`config.mk`:
```
export PLATFORM = sky130hd
export DESIGN_NAME = instr_sequencer
export DESIGN_NICKNAME = d
export VERILOG_FILES = /design/src/rtl/instr_sequencer_pkg.sv /design/src/rtl/instr_sequencer_prog_mem.sv /design/src/rtl/instr_sequencer.sv
export SDC_FILE = /design/constraint.sdc
export NUM_CORES = 1
export LEC_CHECK = 0
export BUFFER_PORTS_ARGS = -buffer_cell sky130_fd_sc_hd__buf_2
export CAP_MARGIN = 10
export CORE_ASPECT_RATIO = 0.7
export CORE_MARGIN = 2
export CORE_UTILIZATION = 60
export DETAILED_ROUTE_END_ITERATION = 6
export PLACE_DENSITY = 0.78
export SLEW_MARGIN = 40
export SYNTH_ARGS = -nofsm -noshare
export SYNTH_HDL_FRONTEND = slang
export SYNTH_SLANG_ARGS = --single-unit
```
`constraint.sdc`:
```
create_clock -name CLK -period 6 [get_ports CLK]
set_input_delay 0.9 -clock CLK [delete_from_list [all_inputs] [get_ports CLK]]
set_output_delay 0.9 -clock CLK [all_outputs]
set_load 0.05 [all_outputs]
```
`src/rtl/instr_sequencer_pkg.sv`:
```
// Shared definitions for the instruction sequencer: processor opcode and
// register codes, and the sequencer state encoding.
package instr_sequencer_pkg;

  localparam logic [1:0] OP_LOAD = 2'b00;
  localparam logic [1:0] OP_MOV  = 2'b01;
  localparam logic [1:0] OP_ADD  = 2'b10;
  localparam logic [1:0] OP_OUT  = 2'b11;

  localparam logic [2:0] REG_A = 3'b000;
  localparam logic [2:0] REG_B = 3'b001;

  typedef enum logic [2:0] {
    S_IDLE,
    S_FETCH,
    S_ISSUE,
    S_HOLD,
    S_CAPTURE,
    S_DONE
  } seq_state_t;

  // Only the output opcode needs special handling; all others pass through.
  function automatic logic is_out_op(input logic [1:0] op);
    return op == OP_OUT;
  endfunction

endpackage

```
`src/rtl/instr_sequencer_prog_mem.sv`:
```
// Program store: one {instruction, load data} word per entry.
// Synchronous write, asynchronous read, contents survive reset.
module prog_mem #(
  parameter int PROG_DEPTH = 16,
  parameter int INSTR_W    = 8,
  parameter int DATA_W     = 8,
  localparam int AW        = $clog2(PROG_DEPTH)
) (
  input  logic               clk,
  input  logic               we,
  input  logic [AW-1:0]      waddr,
  input  logic [INSTR_W-1:0] winstr,
  input  logic [DATA_W-1:0]  wdata,
  input  logic [AW-1:0]      raddr,
  output logic [INSTR_W-1:0] rinstr,
  output logic [DATA_W-1:0]  rdata
);

  logic [INSTR_W+DATA_W-1:0] mem [PROG_DEPTH];

  // Write port: store instruction and its load value together.
  always_ff @(posedge clk) begin
    if (we) mem[waddr] <= {winstr, wdata};
  end

  assign {rinstr, rdata} = mem[raddr];

endmodule

```
`src/rtl/instr_sequencer.sv`:
```
// Program sequencer: issues stored instructions to the processor one at a
// time, holds each for a fixed gap and captures OUT values for output ops.
module instr_sequencer #(
  parameter int PROG_DEPTH = 16,
  parameter int INSTR_W    = 8,
  parameter int DATA_W     = 8,
  parameter int ISSUE_GAP  = 2,
  localparam int AW        = $clog2(PROG_DEPTH),
  localparam int LEN_W     = AW + 1
) (
  input  logic               CLK,
  input  logic               RST,
  input  logic               prog_we,
  input  logic [AW-1:0]      prog_addr,
  input  logic [INSTR_W-1:0] prog_instr,
  input  logic [DATA_W-1:0]  prog_data,
  input  logic [LEN_W-1:0]   prog_len,
  input  logic               start,
  output logic               busy,
  output logic               done,
  output logic [INSTR_W-1:0] instr,
  output logic [DATA_W-1:0]  ld_ext,
  output logic               proc_en,
  input  logic [DATA_W-1:0]  proc_out,
  output logic [DATA_W-1:0]  result,
  output logic               result_valid,
  output logic [7:0]         result_count
);
  import instr_sequencer_pkg::*;

  localparam int GW = (ISSUE_GAP > 1) ? $clog2(ISSUE_GAP) : 1;
  localparam logic [LEN_W-1:0] DEPTH_L = LEN_W'(PROG_DEPTH);

  seq_state_t         state, state_nx;
  logic [AW-1:0]      pc;
  logic [LEN_W-1:0]   len;
  logic [LEN_W-1:0]   start_len;
  logic [GW-1:0]      gap_cnt;
  logic               gap_last;
  logic               last_pc;
  logic               out_op;
  logic               mem_we;
  logic [INSTR_W-1:0] mem_instr;
  logic [DATA_W-1:0]  mem_data;

  // Writes are only accepted while idle so a running program cannot change.
  assign mem_we    = prog_we && (state == S_IDLE);
  assign start_len = (prog_len > DEPTH_L) ? DEPTH_L : prog_len;
  assign gap_last  = (gap_cnt == GW'(ISSUE_GAP - 1));
  assign last_pc   = ({1'b0, pc} == (len - 1'b1));
  assign out_op    = is_out_op(instr[INSTR_W-1 -: 2]);

  assign busy    = (state != S_IDLE);
  assign done    = (state == S_DONE);
  assign proc_en = (state == S_ISSUE);

  prog_mem #(
    .PROG_DEPTH (PROG_DEPTH),
    .INSTR_W    (INSTR_W),
    .DATA_W     (DATA_W)
  ) u_prog_mem (
    .clk    (CLK),
    .we     (mem_we),
    .waddr  (prog_addr),
    .winstr (prog_instr),
    .wdata  (prog_data),
    .raddr  (pc),
    .rinstr (mem_instr),
    .rdata  (mem_data)
  );

  // State register.
  always_ff @(posedge CLK or negedge RST) begin
    if (!RST) state <= S_IDLE;
    else      state <= state_nx;
  end

  // Next-state logic; the "next instruction" decision is folded into the
  // HOLD and CAPTURE exits so it costs no cycle of its own.
  always_comb begin
    state_nx = state;
    unique case (state)
      S_IDLE:    if (start) state_nx = (start_len == '0) ? S_DONE : S_FETCH;
      S_FETCH:   state_nx = S_ISSUE;
      S_ISSUE:   state_nx = S_HOLD;
      S_HOLD:    if (gap_last) state_nx = out_op ? S_CAPTURE : (last_pc ? S_DONE : S_FETCH);
      S_CAPTURE: state_nx = last_pc ? S_DONE : S_FETCH;
      S_DONE:    state_nx = S_IDLE;
      default:   state_nx = S_IDLE;
    endcase
  end

  // Program counter, run length and hold-gap counter.
  always_ff @(posedge CLK or negedge RST) begin
    if (!RST) begin
      pc      <= '0;
      len     <= '0;
      gap_cnt <= '0;
    end else begin
      unique case (state)
        S_IDLE: if (start) begin
          len <= start_len;
          pc  <= '0;
        end
        S_ISSUE: gap_cnt <= '0;
        S_HOLD: begin
          gap_cnt <= gap_cnt + 1'b1;
          if (gap_last && !out_op && !last_pc) pc <= pc + 1'b1;
        end
        S_CAPTURE: if (!last_pc) pc <= pc + 1'b1;
        default: ;
      endcase
    end
  end

  // Instruction/load outputs and result capture; instr and ld_ext keep
  // their last values after the run ends.
  always_ff @(posedge CLK or negedge RST) begin
    if (!RST) begin
      instr        <= '0;
      ld_ext       <= '0;
      result       <= '0;
      result_valid <= 1'b0;
      result_count <= '0;
    end else begin
      result_valid <= (state == S_CAPTURE);
      if (state == S_IDLE && start) result_count <= '0;
      if (state == S_FETCH) begin
        instr  <= mem_instr;
        ld_ext <= mem_data;
      end
      if (state == S_CAPTURE) begin
        result       <= proc_out;
        result_count <= result_count + 8'd1;
      end
    end
  end

endmodule

```
==> results of run 1 <==
[stage by stage]
step / hold WS (ns) / util [%] / instances / total power, mW
floorplan: 0.479 / - / 583 / 3.98
global placement: 0.453 / 65.7 / 915 / 4.29
detailed placement: 0.456 / 65.8 / 915 / 4.35
CTS: 0.232 / 70.9 / 965 / 6.22
global route: 0.230 / 70.9 / 965 / 6.41
finish: 0.240 / 70.9 / 965 / 6.18
[power groups by stage]
stage / combinational [mW] / clock (mW) / sequential (mW)
floorplan: 1.06 / 0 / 2.92
global placement: 1.61 / 0 / 2.68
detailed placement: 1.66 / 0 / 2.69
CTS: 1.67 / 1.90 / 2.65
global route: 1.75 / 1.98 / 2.68
finish: 1.66 / 1.88 / 2.65
[sequential cells by signal, indices dropped and copies added (netlist names), 3 cells and up]
name            flops
ld_ext              8
len                 5
result_count        8
instr               8
result              8
u_prog_mem.mem    256
state               3
pc                  4
[cells in the final DEF (no fill, tap or decap), types with 2 or more instances in the layout]
cell        netlist  routed
a211oi_1          2       2
a21oi_1           2       2
and3_1            2       2
buf_2             6      72
buf_4             0      22
bufinv_16         0       7
clkbuf_1         13       2
clkbuf_16         0      27
clkinv_1          0       4
clkinv_2          0       6
clkinvlp_4        0       3
dfrtp_1          46      44
edfxtp_1        256     256
ha_1              3       3
inv_1             8       8
mux2_2           14      14
mux2_4            3       3
mux4_1            3       3
mux4_2           77      77
nand2_1          48      48
nand2b_1          7       7
nand3_1           7       7
nand3b_1          2       2
nand4_1           5       5
nor2_1           21      18
nor2_2            0       3
nor3_1            8       4
nor3_2            0       3
nor3b_1           3       2
o211ai_1          3       3
o21ai_0           3       3
o21ai_1          12      12
xnor2_1           3       3
xor2_1            3       3
[synthesized netlist by cell type (2+ instances only)]
cell / number
nand4_1: 5
mux2_2: 14
dfrtp_1: 46
ha_1: 3
buf_8: 2
nor3_1: 8
buf_1: 3
a21oi_1: 2
xor2_1: 3
nand2b_1: 7
o21ai_1: 12
nand2_1: 48
o211ai_1: 3
nand3_1: 7
edfxtp_1: 256
and3_1: 2
clkbuf_1: 13
mux4_1: 3
mux4_2: 77
nor2_1: 21
buf_2: 6
xnor2_1: 3
mux2_4: 3
a211oi_1: 2
o21ai_0: 3
nor3b_1: 3
nand3b_1: 2
inv_1: 8
[cells by family (layout without fill, tap and decap cells)]
group | Yosys count | count (layout) | share of synthesized area, %
xor gates and xnor gates | 6 | 6 | 0.444
muxes | 98 | 98 | 17.1
buffers and inverters | 35 | 153 | 1.56
and+or+nand+nor | 107 | 107 | 4.14
DFF | 302 | 302 | 74.7
adders and majority gates | 3 | 3 | 0.317
AOI/OAI and AO/OA | 32 | 32 | 1.77
[worst paths after layout]
check	start	to	slack [ns]	cells after the start
setup / recovery	pc[0]	ld_ext[3]	2.97	4
hold / removal	RST	instr[3]	0.24	1
setup reg to reg	pc[0]	ld_ext[3]	2.97	4
hold reg to reg	result[0]	result[0]	0.47	2
max in group asynchronous	RST	pc[0]	4.86	2
min in group CLK	result[0]	result[0]	0.47	2
[layout make-up]
cell class	instances	area, µm²
fill	1141	5570
multi-input combinational	246	2850
tap	264	330
timing repair buffer	94	526
sequential	302	8840
clock inverter	21	287
inverter	9	33.8
clock buffer	29	683
[worst max-delay path, delay by kind of cell, from the launching register on]
kind / cells / cell delay (ns)
buffers and inverters: 1 / 0.70
DFF: 1 / 0.82
muxes: 3 / 1.35
[routing by layer]
layer,up-vias,wire length [µm],global-route usage (%)
met1,3167,10400,37.9
met5,-,12,0
met2,290,12100,38.9
met3,46,1890,4.50
met4,2,539,5.93
li1,2561,-,-
==> results.sh, run 1 <==
export IMPL_status="finished clean"
export IMPL_synth_ff_type="edfxtp_1"
export IMPL_dieArea_um2=20900
export IMPL_fin_ws_ns=2.97
export IMPL_clk_path_buf_depth=3
export IMPL_ios=73
export IMPL_cellLeakagePower_nw=4.62
export IMPL_nets=720
export IMPL_grtUsageTotal_pct=25.0
export IMPL_fin_crit_ns=3.03
export IMPL_cts_tree="yes"
export IMPL_postLayoutCellArea_um2=13600
export IMPL_finalHoldViolCount=0
export IMPL_synth_avg_cell_area_um2=20.3
export IMPL_yosys_area_top_type="edfxtp_1"
export IMPL_final_max_slew_violation_count=0
export IMPL_num_antenna_cells=0
export IMPL_synth_edf_count=256
export IMPL_post_cts_buffers=0
export IMPL_ys_seq_area_share_pct=74.7
export IMPL_wl_per_cell_um=25.8
export IMPL_critPathMaxStageDelay_ns=0.82
export IMPL_syn_instance_count=583
export IMPL_grt_pass1_vias=5960
export IMPL_cap_violations=0
export IMPL_cts_hold_buf=0
export IMPL_grt_max_degree=40
export IMPL_numPortBuffers=72
export IMPL_die_w_um=172
export IMPL_crit_top_cell="mux4_2"
export IMPL_slew_headroom_pct=43.4
export IMPL_startpoint_type="flop"
export IMPL_async_flop_share_pct=15.2
export IMPL_via_per_inst=6.29
export IMPL_worst_hold_path_type="input port to async pin"
export IMPL_fmax_ghz=0.330
export IMPL_vias=6066
export IMPL_worst_slew_pin_slew_ns=0.844
export IMPL_worstSetupPathType="flop to flop"
export IMPL_post_place_ws_ns=2.89
export IMPL_drt_total_wl_mm=24.9
export IMPL_place_area_um2=12600
export IMPL_power_frac_seq_pct=42.8
export IMPL_power_density_nw_per_um2=456
export IMPL_initial_core_util_pct=61.9
export IMPL_p_switching_mw=1.90
export IMPL_rsz0062_at_grt="false"
export IMPL_p_comb_share_pct=26.9
export IMPL_crit_chain="buf_4, mux4_2, mux4_2, mux2_2"
export IMPL_drive_gt1_share_pct=34.8
export IMPL_synth_top_area_share_pct=64.9
export IMPL_place_hpwl_mm=14.3
export IMPL_ys_ff_latch=302
export IMPL_die_height_um=122
export IMPL_drt_iter0_drc=721
export IMPL_grt_pass1_wl_mm=37.5
export IMPL_drtPass1Iterations=5
export IMPL_fin_crit_sh_pct=50.5
export IMPL_tns_ns=0
export IMPL_cts_buffers=27
export IMPL_clock_sinks=302
export IMPL_end_kind="flop"
export IMPL_synth_area_leaders="edfxtp_1, mux4_2, dfrtp_1, nand2_1, mux2_2"
export IMPL_cts_max_level=1
export IMPL_cts_root_buf="clkbuf_16"
export IMPL_ys_types=46
export IMPL_syn_to_final_growth_pct=14.5
export IMPL_synth_warnings=0
export IMPL_fp_coreArea_um2=19100
export IMPL_rows=42
export IMPL_worstPathArrival_ns=3.45
export IMPL_skew_ns=0.0199
export IMPL_synth_fp_nets=623
export IMPL_place_gp_congestion=0.772
export IMPL_cts_resized_gates=0
export IMPL_path_clk_slew_ns=0.07
export IMPL_swShare_pct=30.7
export IMPL_critical_path_peak_fanout=37
export IMPL_worst_path_max_delay_cell="dfrtp_4"
export IMPL_drtAntennaViolNets=0
export IMPL_antenna_found_initial=1
export IMPL_ir_drop_mv=0.280
export IMPL_intPower_mw=4.28
export IMPL_grt_overflow=0
export IMPL_pwr_share_clk_pct=30.3
export IMPL_netlist_area_um2=11800
export IMPL_worstSkewPairLatency_ns=0.54
export IMPL_drc=0
export IMPL_cp_required_ns=6.41
export IMPL_setup_viol_count_final=0
(Power assumes the default switching activity.)
==> run 2, diff against run 1 <==
--- a/config.mk
+++ b/config.mk
@@ -5,13 +5,14 @@
 export SDC_FILE = /design/constraint.sdc
 export NUM_CORES = 1
 export LEC_CHECK = 0
+export ABC_AREA = 1
 export BUFFER_PORTS_ARGS = -buffer_cell sky130_fd_sc_hd__buf_2
 export CAP_MARGIN = 10
 export CORE_ASPECT_RATIO = 0.7
 export CORE_MARGIN = 2
-export CORE_UTILIZATION = 60
+export CORE_UTILIZATION = 55
 export DETAILED_ROUTE_END_ITERATION = 6
-export PLACE_DENSITY = 0.78
+export PLACE_DENSITY = 0.75
 export SLEW_MARGIN = 40
 export SYNTH_ARGS = -nofsm -noshare
 export SYNTH_HDL_FRONTEND = slang
==> constraint.sdc (replaced) <==
create_clock -name CLK -period 2.5 [get_ports CLK]
set_input_delay 0.375 -clock CLK [delete_from_list [all_inputs] [get_ports CLK]]
set_output_delay 0.375 -clock CLK [all_outputs]
set_load 0.05 [all_outputs]
==> results.sh, run 2 <==
export IMPL_tns_ns=0
export IMPL_reg2regPathDepth=8
export IMPL_cts_tree="yes"
export IMPL_met2_usage_pct=39.5
export IMPL_synth_area_leaders="edfxtp_1, dfrtp_1, nor2_1, nand2_1, o221ai_1"
export IMPL_grt_overflow=0
export IMPL_grtUsageTotal_pct=24.6
export IMPL_drc=0
export IMPL_worstSetupPathType="flop to flop"
export IMPL_status="finished clean"
export IMPL_ios=73
export IMPL_drt_total_wl_mm=29.3
export IMPL_die_w_um=184
export IMPL_regMostFlops="u_prog_mem.mem"
export IMPL_grtUsageMet3_pct=3.35
export IMPL_nets=1104
export IMPL_ir_drop_mv=0.649
export IMPL_async_flop_share_pct=15.2
export IMPL_cts_resized_gates=0
export IMPL_multi_input_area_um2=3220
export IMPL_die_height_um=130
export IMPL_mostFrequentLayoutCells="edfxtp_1, nand2_1, nor2_1, buf_2, o21ai_0"
export IMPL_worstSkewPairLatency_ns=0.55
export IMPL_clk_path_buf_depth=3
export IMPL_fin_util_pct=63.2
export IMPL_fin_ws_ns=0.308
export IMPL_hold_depth=3
export IMPL_grt_max_degree=74
export IMPL_synth_common_cells="edfxtp_1, nor2_1, nand2_1, o21ai_0, nand3_1"
export IMPL_largest_reg_flops=256
export IMPL_drtPass1Iterations=5
export IMPL_synth_ff_type="edfxtp_1"
export IMPL_ys_types=38
export IMPL_rr_endpoint="u_prog_mem.mem[14][12]"
export IMPL_use_met1_pct=35.8
export IMPL_skew_ns=0.0213
export IMPL_cellLeakagePower_nw=5.22
export IMPL_synth_fp_nets=1021
export IMPL_place_gp_congestion=0.793
export IMPL_yosys_area_top_type="edfxtp_1"
export IMPL_netlist_area_um2=12500
export IMPL_fin_crit_ns=2.19
export IMPL_finalHoldViolCount=0
export IMPL_worstPathArrival_ns=2.41
export IMPL_synth_most_common_cell="edfxtp_1"
export IMPL_fmax_ghz=0.456
export IMPL_whs_endpoint="result[4]"
export IMPL_setup_viol_count_final=0
export IMPL_drive_gt1_share_pct=19.6
export IMPL_clock_sinks=302
export IMPL_drtAntennaViolNets=0
export IMPL_hold_path_startpoint="proc_out[4]"
export IMPL_fp_coreArea_um2=22500
export IMPL_wl_per_cell_um=20.9
export IMPL_ys_ff_latch=302
export IMPL_synth_warnings=0
export IMPL_top_usage_layer="met2"
export IMPL_mostFrequentLayoutCell="edfxtp_1"
export IMPL_grt_pass1_vias=7824
export IMPL_fin_crit_sh_pct=87.7
export IMPL_vias=8194
export IMPL_power_density_nw_per_um2=991
export IMPL_cts_buffers=27
export IMPL_grt_pass1_wl_mm=44.3
export IMPL_worst_hold_path_type="input port to flop"
export IMPL_dieArea_um2=24000
export IMPL_antenna_found_initial=0
export IMPL_syn_instance_count=981
export IMPL_synth_top_area_share_pct=61.4
export IMPL_syn_to_final_growth_pct=13.6
export IMPL_rows=46
export IMPL_cap_violations=0
export IMPL_rsz0062_at_grt="false"
export IMPL_r2r_start="state[1]"
export IMPL_cts_root_buf="clkbuf_16"
export IMPL_fill_cells=1689
export IMPL_post_place_ws_ns=0.308
export IMPL_cts_max_level=1
export IMPL_synth_edf_count=256
export IMPL_critical_path_peak_fanout=16
export IMPL_num_antenna_cells=0
export IMPL_via_per_inst=5.87
export IMPL_startpoint_type="flop"
export IMPL_ys_seq_area_share_pct=70.6
export IMPL_final_max_slew_violation_count=0
export IMPL_initial_core_util_pct=55.6
export IMPL_path_clk_slew_ns=0.07
export IMPL_place_hpwl_mm=19.1
export IMPL_drt_iter0_drc=1043
export IMPL_end_kind="flop"
export IMPL_synth_avg_cell_area_um2=12.8
export IMPL_worst_slew_pin_slew_ns=0.597
export IMPL_power_mw=14.1
export IMPL_slew_headroom_pct=60.2
export IMPL_r2r_setup_slack_ns=0.31
export IMPL_numPortBuffers=72
export IMPL_regArea_um2=8850
export IMPL_cp_required_ns=2.72
-- run 2: changes by cell type in the layout (fill, tap and decap cells not counted), sizes merged, moves of 47 or more --
cell	delta
o21bai	+64
nor2	+135
o21ai	+58
mux4	-80
o221ai	+47
nand2	+91
-- run 2: through the flow --
step,instance area (µm²),hold WS [ns],instances
after floorplan,12500,0.0794,981
after global placement,13300,0.342,1346
after detailed placement,13300,0.350,1346
after CTS,14200,0.0107,1397
after global routing,14200,0.0176,1397
final,14200,0.0208,1397
-- run 2: kinds of logic after synthesis --
| family | Yosys count | synth area share, % |
|---|---|---|
| simple gates | 352 | 11.4 |
| flops | 302 | 70.6 |
| compound gates | 231 | 13.7 |
| buf+inv | 92 | 3.92 |
| fa+ha+maj | 3 | 0.300 |
| xor+xnor | 1 | 0.0700 |
-- run 2: where the power goes --
part | leakage, nW | switching (mW) | internal [mW] | total (mW)
sequential | 2.87 | 0.282 | 5.82 | 6.10
combinational | 1.91 | 2.82 | 1.05 | 3.88
clock | 0.447 | 1.80 | 2.31 | 4.11
total | 5.22 | 4.91 | 9.18 | 14.1
-- run 2: worst max path at each step --
stage                        start                      to  slack [ns]  cells past startpoint
after floorplan           state[1]   u_prog_mem.mem[10][0]        0.18                      7
after global placement    state[1]    u_prog_mem.mem[9][0]        0.39                      8
after detailed placement  state[1]   u_prog_mem.mem[14][5]        0.31                      8
after CTS                 state[1]  u_prog_mem.mem[14][13]        0.30                      8
after global routing      state[1]  u_prog_mem.mem[14][13]        0.09                      8
final                     state[1]  u_prog_mem.mem[14][12]        0.31                      8
-- run 2: repair_timing --
| item | CTS | global route |
|---|---|---|
| setup buffers | 0 | 0 |
| hold buffers | 1 | 0 |
| endpoints found under the setup margin | 0 | 0 |
| endpoints found under the hold margin | 18 | 0 |
-- run 2: final cells by class --
cell class	count	share of cell area, %
multi-input cells	587	22.7
clock buffers	38	5.78
flip-flops and latches	302	62.2
repair buffers	111	5.05
clock inverters	12	0.546
inverters	35	0.960
well taps	312	2.75
-- run 2: critical path, cell delays in order, from the launching register on --
cell and delay (ns):
dfrtp_1 0.41, nor2_1 0.17, inv_2 0.09, nor2_4 0.12, inv_2 0.05, nor2_1 0.30, nand3_1 0.28, nor2_2 0.16
buf_4 0.29
-- run 2: per-layer routing --
| metal | wire [µm] | vias up |
|---|---|---|
| li1 | - | 3743 |
| met1 | 12800 | 4084 |
| met2 | 13900 | 318 |
| met3 | 1940 | 49 |
| met4 | 612 | 0 |
| met5 | 0 | - |
==> run 3, diff against run 2 <==
--- a/config.mk
+++ b/config.mk
@@ -7,12 +7,12 @@
 export LEC_CHECK = 0
 export ABC_AREA = 1
 export BUFFER_PORTS_ARGS = -buffer_cell sky130_fd_sc_hd__buf_2
-export CAP_MARGIN = 10
+export CAP_MARGIN = 20
 export CORE_ASPECT_RATIO = 0.7
 export CORE_MARGIN = 2
-export CORE_UTILIZATION = 55
+export CORE_UTILIZATION = 60
 export DETAILED_ROUTE_END_ITERATION = 6
-export PLACE_DENSITY = 0.75
+export PLACE_DENSITY = 0.78
 export SLEW_MARGIN = 40
 export SYNTH_ARGS = -nofsm -noshare
 export SYNTH_HDL_FRONTEND = slang
==> constraint.sdc (replaced) <==
create_clock -name CLK -period 2.2 [get_ports CLK]
set_input_delay 0.33 -clock CLK [delete_from_list [all_inputs] [get_ports CLK]]
set_output_delay 0.33 -clock CLK [all_outputs]
set_load 0.05 [all_outputs]
==> results.sh, run 3 (synthesized netlist as in run 2, its figures left out) <==
export IMPL_grtUsageTotal_pct=27.7
export IMPL_fmax_ghz=0.491
export IMPL_grt_max_degree=65
export IMPL_worst_path_max_delay_cell="dfrtp_1"
export IMPL_ir_drop_mv=0.802
export IMPL_regMostFlops="u_prog_mem.mem"
export IMPL_mostFrequentLayoutCell="edfxtp_1"
export IMPL_clk_path_buf_depth=3
export IMPL_wl_per_cell_um=21.6
export IMPL_mostFrequentLayoutCells="edfxtp_1, nand2_1, nor2_1, buf_2, o21ai_0"
export IMPL_intPower_mw=11.4
export IMPL_worst_slew_pin_slew_ns=0.495
export IMPL_r2r_setup_slack_ns=0.16
export IMPL_worst_hold_path_type="input port to flop"
export IMPL_rows=44
export IMPL_nets=1125
export IMPL_fp_coreArea_um2=20600
export IMPL_p_comb_share_pct=26.8
export IMPL_swShare_pct=32.9
export IMPL_syn_to_final_growth_pct=17.2
export IMPL_cp_required_ns=2.45
export IMPL_numPortBuffers=72
export IMPL_grt_pass1_wl_mm=46.8
export IMPL_skew_ns=0.00881
export IMPL_drt_iter0_drc=1017
export IMPL_post_cts_buffers=0
export IMPL_fin_crit_sh_pct=92.5
export IMPL_cts_max_level=1
export IMPL_p_switching_mw=5.57
export IMPL_initial_core_util_pct=60.8
export IMPL_clock_sinks=302
export IMPL_cp_startpoint="state[1]"
export IMPL_cellLeakagePower_nw=5.43
export IMPL_worstSkewPairLatency_ns=0.54
export IMPL_reg2regPathDepth=9
export IMPL_die_w_um=177
export IMPL_drtAntennaViolNets=0
export IMPL_drt_total_wl_mm=29.8
export IMPL_worstSetupPathType="flop to flop"
export IMPL_power_density_nw_per_um2=1150
export IMPL_setup_viol_count_final=0
export IMPL_crit_family="simple AND/OR/NAND/NOR gates"
export IMPL_num_antenna_cells=0
export IMPL_slew_headroom_pct=67.0
export IMPL_fin_crit_ns=2.04
export IMPL_cts_buffers=28
export IMPL_crit_chain="nor2_1, inv_2, nor2_4, inv_2, nor2_1, buf_4, nand3_1, nor2_2, buf_4"
export IMPL_ios=73
export IMPL_end_kind="flop"
export IMPL_critPathMaxStageDelay_ns=0.42
export IMPL_power_frac_seq_pct=40.8
export IMPL_critPathCapture="u_prog_mem.mem[12][12]"
export IMPL_rsz0062_at_grt="false"
export IMPL_drive_gt1_share_pct=20.2
export IMPL_drc=0
export IMPL_worstPathArrival_ns=2.29
export IMPL_via_per_inst=6.10
export IMPL_vias=8434
export IMPL_grt_overflow=0
export IMPL_cts_tree="yes"
export IMPL_drtPass1Iterations=5
export IMPL_startpoint_type="flop"
export IMPL_path_buf_inv=4
export IMPL_cts_root_buf="clkbuf_16"
export IMPL_grt_pass1_vias=8150
export IMPL_die_height_um=125
export IMPL_largest_reg_flops=256
export IMPL_fin_cells=1383
export IMPL_final_max_slew_violation_count=0
export IMPL_path_clk_slew_ns=0.07
export IMPL_place_hpwl_mm=19.0
export IMPL_place_gp_congestion=0.897
export IMPL_pwr_share_clk_pct=32.5
export IMPL_fin_hold_ws_ns=0.0244
export IMPL_cap_violations=0
export IMPL_dieArea_um2=22000
export IMPL_rr_endpoint="u_prog_mem.mem[12][12]"
export IMPL_critical_path_peak_fanout=5
export IMPL_r2r_start="state[1]"
export IMPL_dp_cells=1323
export IMPL_status="finished clean"
export IMPL_antenna_found_initial=0
export IMPL_finalHoldViolCount=0
export IMPL_crit_cells=9
run 3: changes by cell type in the layout (fill, tap and decap cells not counted), moves of 2 or more:
cell,change
clkinv_2,-2
buf_12,+14
clkbuf_1,+3
clkbuf_8,-4
bufinv_16,+9
inv_4,-3
dlygate4sd3_1,+7
run 3: final cells by class:
type	count	area, µm²
clock buffers	36	752
clock inverters	16	303
fillers	1342	5920
inverters	35	136
multi-input cells	587	3220
flip-flops and latches	302	8850
well taps	276	345
repair buffers	131	1060
run 3: power by group through the flow:
stage	Clock, mW	Combinational [mW]	Sequential, mW
5_1_grt	5.77	4.93	6.95
3_3_place_gp	0	4.35	6.99
4_1_cts	5.54	4.51	6.89
2_1_floorplan	0	2.43	7.81
6_report	5.50	4.54	6.90
3_5_place_dp	0	4.46	7.00
run 3: how the worst min path moves through the flow:
stage | slack [ns] | startpoint | endpoint | cells past startpoint
floorplan | 0.03 | RST | gap_cnt | 0
global placement | 0.29 | RST | gap_cnt | 1
detailed placement | 0.29 | RST | gap_cnt | 1
CTS | 0.001 | proc_out[0] | result[0] | 3
global route | 0.04 | prog_len[3] | len[3] | 3
finish | 0.02 | prog_len[3] | len[3] | 3
run 3: through the flow:
step           worst slack [ns]  setup TNS, ns  area (µm²)  utilization, %  total power, mW
5_1_grt                  0.0532              0       14700            71.2             17.6
4_1_cts                   0.175              0       14700            71.2             16.9
6_report                  0.165              0       14700            71.2             16.9
3_3_place_gp              0.280              0       13500            65.7             11.3
2_1_floorplan            -0.124         -23.34       12500               -             10.2
3_5_place_dp              0.222              0       13500            65.7             11.5
run 3: worst min-delay path, stage by stage:
cell     delay [ns]
buf_2          0.09
nand2_1        0.05
o21ai_0        0.06
run 3: what timing repair did:
action,CTS,global route
hold endpoints to repair,23,1
gates resized for setup,0,0
hold buffers,7,1
run 3: layer usage:
metal	track usage, %	vias up	wire (µm)
met5	0	-	0
met4	7.39	0	720
met3	5.77	54	2800
met2	40.0	456	13300
met1	43.1	4142	13000
li1	-	3782	-
